===== src/rtl/etapa1.sv =====
// etapa1: first pipeline stage. Collects one frame of DEPTH samples from an
// upstream valid/ready stream into a BRAM through port A, then hands the
// frame to etapa2 and waits for etapa2 to finish reading before refilling.
module etapa1 #(
    parameter int DATA_W = 17,
    parameter int DEPTH  = 144,
    parameter int ADDR_W = 8
) (
    input  logic              clk,
    input  logic              reset,
    input  logic              in_valid,
    input  logic [DATA_W-1:0] in_data,
    input  logic              in_last,
    output logic              in_ready,
    input  logic              busy,
    output logic              wea,
    output logic [ADDR_W-1:0] addra,
    output logic [DATA_W-1:0] dina,
    output logic              data_done,
    output logic              frame_err,
    output logic [15:0]       frame_cnt
);

    typedef enum logic [1:0] {
        FILL      = 2'd0,
        DONE      = 2'd1,
        WAIT_ACK  = 2'd2,
        WAIT_FREE = 2'd3
    } state_t;

    localparam logic [ADDR_W-1:0] LAST_IDX = ADDR_W'(DEPTH - 1);

    state_t              state_q, state_d;
    logic [ADDR_W-1:0]   wrPtr_q, wrPtr_d;
    logic                wea_q, wea_d;
    logic [ADDR_W-1:0]   addra_q, addra_d;
    logic [DATA_W-1:0]   dina_q, dina_d;
    logic                dataDone_q, dataDone_d;
    logic                frameErr_q, frameErr_d;
    logic [15:0]         frameCnt_q, frameCnt_d;
    logic                missingLast_q, missingLast_d;
    logic                started_q;
    logic                accept;

    // started_q keeps in_ready low until the first clock edge after reset,
    // so the stream never sees a ready that no edge has yet qualified
    assign in_ready = started_q && (state_q == FILL);
    assign accept   = in_valid && in_ready;

    assign wea       = wea_q;
    assign addra     = addra_q;
    assign dina      = dina_q;
    assign data_done = dataDone_q;
    assign frame_err = frameErr_q;
    assign frame_cnt = frameCnt_q;

    // Next-state logic: fill the BRAM, announce the frame, then hand-shake
    // with etapa2 via busy (rise = ack, fall = BRAM free again)
    always_comb begin
        state_d       = state_q;
        wrPtr_d       = wrPtr_q;
        wea_d         = 1'b0;
        addra_d       = addra_q;
        dina_d        = dina_q;
        dataDone_d    = 1'b0;
        frameErr_d    = 1'b0;
        frameCnt_d    = frameCnt_q;
        missingLast_d = missingLast_q;
        unique case (state_q)
            FILL: begin
                if (accept) begin
                    wea_d   = 1'b1;
                    addra_d = wrPtr_q;
                    dina_d  = in_data;
                    if (wrPtr_q == LAST_IDX) begin
                        state_d       = DONE;
                        wrPtr_d       = '0;
                        missingLast_d = !in_last;
                    end else if (in_last) begin
                        frameErr_d = 1'b1;
                        wrPtr_d    = '0;
                    end else begin
                        wrPtr_d = wrPtr_q + 1'b1;
                    end
                end
            end
            DONE: begin
                state_d       = WAIT_ACK;
                dataDone_d    = 1'b1;
                frameErr_d    = missingLast_q;
                missingLast_d = 1'b0;
                frameCnt_d    = frameCnt_q + 16'd1;
            end
            WAIT_ACK: begin
                if (busy) begin
                    state_d = WAIT_FREE;
                end
            end
            WAIT_FREE: begin
                if (!busy) begin
                    state_d = FILL;
                end
            end
            default: begin
                state_d = FILL;
            end
        endcase
    end

    // State and output registers; reset drops any partial frame
    always_ff @(posedge clk or negedge reset) begin
        if (!reset) begin
            state_q       <= FILL;
            wrPtr_q       <= '0;
            wea_q         <= 1'b0;
            addra_q       <= '0;
            dina_q        <= '0;
            dataDone_q    <= 1'b0;
            frameErr_q    <= 1'b0;
            frameCnt_q    <= '0;
            missingLast_q <= 1'b0;
            started_q     <= 1'b0;
        end else begin
            state_q       <= state_d;
            wrPtr_q       <= wrPtr_d;
            wea_q         <= wea_d;
            addra_q       <= addra_d;
            dina_q        <= dina_d;
            dataDone_q    <= dataDone_d;
            frameErr_q    <= frameErr_d;
            frameCnt_q    <= frameCnt_d;
            missingLast_q <= missingLast_d;
            started_q     <= 1'b1;
        end
    end

endmodule


===== config.mk =====
export PLATFORM = sky130hd
export DESIGN_NAME = etapa1
export DESIGN_NICKNAME = d
export VERILOG_FILES = /design/src/rtl/etapa1.sv
export SDC_FILE = /design/constraint.sdc
export NUM_CORES = 1
export LEC_CHECK = 0
export ABC_AREA = 0
export CORE_AREA = 2 2 78 80
export CTS_CLUSTER_DIAMETER = 30
export DETAILED_ROUTE_END_ITERATION = 8
export DIE_AREA = 0 0 80 82
export PLACE_DENSITY = 0.74
export SLEW_MARGIN = 30
export SYNTH_ARGS = -nofsm -noshare
export SYNTH_HDL_FRONTEND = slang
export SYNTH_SLANG_ARGS = --single-unit

===== constraint.sdc =====
create_clock -name clk -period 1.8 [get_ports clk]
set_clock_uncertainty 0.15 [all_clocks]
set_input_delay 0.36 -clock clk [delete_from_list [all_inputs] [get_ports clk]]
set_output_delay 0.36 -clock clk [all_outputs]
set_load 0.01 [all_outputs]

==> results.toml <==
[outcome]
outcome = "finished, final reports clean"

[synth]
sequential_fraction_of_the_synthesis_area = 0.584
netlist-cell-type-count = 33
synthesis.area_per_instance_um2 = 10.1
syn-instance-count = 238
ys_warn_count = 0
post_synth_instance_area_mm2 = 0.00240
synth_fp_nets = 267
ys_ff_latch = 56

[final_layout]
stdcell_count = 426
final_core_util = 0.641
multi_input_area_mm2 = 0.00102
layout.cells.most_common_list = "sky130_fd_sc_hd__nand2_1 (89), sky130_fd_sc_hd__clkdlybuf4s50_1 (59), sky130_fd_sc_hd__dfrtp_1 (56), sky130_fd_sc_hd__buf_4 (43)"
synthToLayoutAreaGrowth_pct = 53.4
filler_cell_count = 482
seq_area_mm2 = 0.00140
insertedDiodeCount = 0
fraction_of_final_layout_cells_sized_beyond_drive_strength_1 = 0.214
most_common_cell_after_layout_fill_and_taps_aside = "sky130_fd_sc_hd__nand2_1"
fin_nets = 379

[floorplanning]
core_area_mm2 = 0.00575
die-area_mm2 = 0.00656
die-width_um = 80
core.rowCount = 28
ioPinCount = 67
initial_core_util = 0.418
die_height_um = 82

[setup_path]
r2r-end = "frame_cnt[13]"
critPathCaptureType = "output port"
critical_path.reg2reg.startpoint = "state_q[1]"
worstSetupStartpointType = "register"
critical_path_class = "reg -> out"
crit_path_top_delay_cell = "sky130_fd_sc_hd__clkdlybuf4s50_1"
ff2ff_setup_slack_ps = 70
critical_path.max_stage_delay_ps = 550
timing.critical_path.arrival_ps = 1230
worstPathRequired_ps = 1290
cp.buffers_inverters = 1
critPathMaxFanout = 2
worst_r2r_path_depth = 6
worst_path_cell_trace = "clkdlybuf4s50_1"
worst_path_dominant_cell_family = "buffers and inverters"

[sta]
final_min_period_over_clock_period = 0.969
postLayoutSetupSlackWorst_ps = 56.6
timing.hold.ws_ps = 321
period_minus_slack_ps = 1740
report.final.hold_viol_count = 0
grt_setup_unrepaired = "yes"
report.final.slew_viol_count = 0
setup-violations-final = 0
clock.fmax_mhz = 574

[global_routing]
antenna_violations_before_repair = 0
global_routing_met3_resource_utilization = 0.0505
grt.total_usage = 0.175
grt_most_used_layer = "met2"
met1_track_demand_over_resource_in_global_routing = 0.217
gr-usage-met2 = 0.301
maximum_number_of_pins_on_one_net_before_global_route_repair = 57
wire_length_of_the_first_global_routing_pass_mm = 8.87
first_global_vias = 1962
grt_remaining_overflow = 0

[worst_hold_path]
hold-path-endpoint = "frame_cnt[15]"
hp-class = "reg -> reg"
hp-start = "frame_cnt[15]"
worstHoldPathCells = 1

[power]
powerDensity_mw_per_mm2 = 1230
p_total_uw = 4540
vdd_drop_max_mv = 0.950
p_leak_uw = 0.00189

[clocking]
cts_inserted_buffers = 5
clk-insertion-delay-late_ps = 300
clk_path_buf_depth = 2
cts-root-buf = "sky130_fd_sc_hd__clkbuf_8"
clkSinkCount = 56
ctsHtreeMaxLevel = 2
tritoncts = "done"
clk_pin_slew_worst_paths_ps = 100

[placed_design]
dp_hpwl_mm = 3.74
gp_routability_congestion = 0.796
place_ws_ps = -92.8
port_buffers = 66
dp.cells = 397

[drt]
detailedRoute.firstPassIterationCount = 4
via_per_inst = 4.72
dr_total_vias = 2010
post_drt_wl_per_cell_um = 12.9
overall_routed_net_length_mm = 5.49
drt-initial-drc-count = 49
detail-route-antenna-nets = 0
remaining_drc_errors = 0

[flow_run]
timing.max_cap.violations = 0
how the worst max path moves through the flow:
stage                 start            end  slack, ps  cells past startpoint
2_1_floorplan    state_q[0]       addra[0]          6                      7
3_3_place_gp       in_valid     state_q[1]         -3                      5
3_5_place_dp       in_valid     wrPtr_q[7]        -90                      6
4_1_cts          state_q[1]  frame_cnt[14]         -2                      6
5_1_grt          state_q[1]  frame_cnt[13]        -90                      6
6_report       frame_cnt[6]   frame_cnt[6]         60                      1
timing repair:
action	4_1_cts	5_1_grt
gates cloned	0	1
hold endpoints to repair	56	0
buffers inserted	9	10
hold buffers	1	0
pin swaps	0	11
gates resized for setup	7	18
endpoints found under the setup margin	12	24
per-stage QoR:
step / setup TNS [ps] / instance area (µm²)
CTS: -3.15 / 3540
global placement: -5.32 / 3320
detailed placement: -160 / 3320
global route: -122 / 3680
finish: 0 / 3680
floorplan: 0 / 2400
power by group:
part / switching, µW / total (µW) / internal [µW]
combinational: 830 / 1900 / 1070
sequential: 193 / 1780 / 1590
clock: 399 / 854 / 455
total: 1420 / 4540 / 3110
sequential cells by signal, indices dropped and copies added, names as in the netlist:
register	count
dina	17
frame_cnt	16
addra	8
wrPtr_q	8
state_q	2
data_done	1
frame_err	1
missingLast_q	1
started_q	1
wea	1
synthesized netlist by cell type:
cell type | n | area [µm²]
sky130_fd_sc_hd__nand3_1 | 8 | 40.0
sky130_fd_sc_hd__o22ai_2 | 1 | 12.5
sky130_fd_sc_hd__a32oi_1 | 1 | 8.76
sky130_fd_sc_hd__a32o_1 | 1 | 10.0
sky130_fd_sc_hd__inv_1 | 5 | 18.8
sky130_fd_sc_hd__nor3_1 | 4 | 20.0
sky130_fd_sc_hd__ha_1 | 7 | 87.6
sky130_fd_sc_hd__a21oi_1 | 1 | 5.00
sky130_fd_sc_hd__o32a_1 | 1 | 10.0
sky130_fd_sc_hd__buf_6 | 1 | 11.3
sky130_fd_sc_hd__or2_4 | 1 | 8.76
sky130_fd_sc_hd__mux2_4 | 1 | 15.0
sky130_fd_sc_hd__nor2_1 | 11 | 41.3
sky130_fd_sc_hd__nor4_1 | 1 | 6.26
sky130_fd_sc_hd__clkbuf_1 | 3 | 11.3
sky130_fd_sc_hd__nor4_2 | 1 | 12.5
sky130_fd_sc_hd__o31ai_4 | 1 | 21.3
sky130_fd_sc_hd__nand3_2 | 1 | 10.0
sky130_fd_sc_hd__buf_1 | 2 | 7.51
sky130_fd_sc_hd__xnor2_1 | 11 | 96.3
sky130_fd_sc_hd__dfrtp_1 | 56 | 1400
sky130_fd_sc_hd__nand4_1 | 6 | 37.5
sky130_fd_sc_hd__buf_2 | 2 | 10.0
sky130_fd_sc_hd__xor2_1 | 9 | 78.8
sky130_fd_sc_hd__and3_2 | 1 | 7.51
sky130_fd_sc_hd__or3_4 | 1 | 11.3
sky130_fd_sc_hd__nand2_1 | 89 | 334
sky130_fd_sc_hd__and3_1 | 2 | 12.5
sky130_fd_sc_hd__nand2b_1 | 2 | 12.5
sky130_fd_sc_hd__o21ai_0 | 4 | 20.0
sky130_fd_sc_hd__conb_1 | 1 | 3.75
sky130_fd_sc_hd__mux2_2 | 1 | 11.3
sky130_fd_sc_hd__and2_1 | 1 | 6.26
per-layer routing:
| metal | up-vias | wire [µm] | part of all wire |
|---|---|---|---|
| met5 | - | 0 | 0 |
| met2 | 48 | 2860 | 0.52 |
| met3 | 2 | 274 | 0.050 |
| met1 | 976 | 2330 | 0.43 |
| li1 | 984 | - | - |
| met4 | 0 | 26 | 0.0047 |
final cells by class:
cell class | count | area share
clock buffer | 6 | 0.0224
clock inverter | 2 | 0.0105
inverter | 5 | 0.00510
multi-input combinational | 169 | 0.276
sequential | 56 | 0.380
tap | 75 | 0.0255
timing repair buffer | 113 | 0.280
kinds of logic (layout without fill, tap and decap cells):
kind of cell	count (synthesis)	count (layout)	share of synthesized area
simple gates	129	129	0.233
flops	56	56	0.584
xor+xnor	20	20	0.0730
buf+inv	13	126	0.0245
compound gates	10	10	0.0365
fa+ha+maj	7	7	0.0365
mux	2	2	0.0109
other cells	1	1	0.00156
Power figures use the tool's default switching activity.
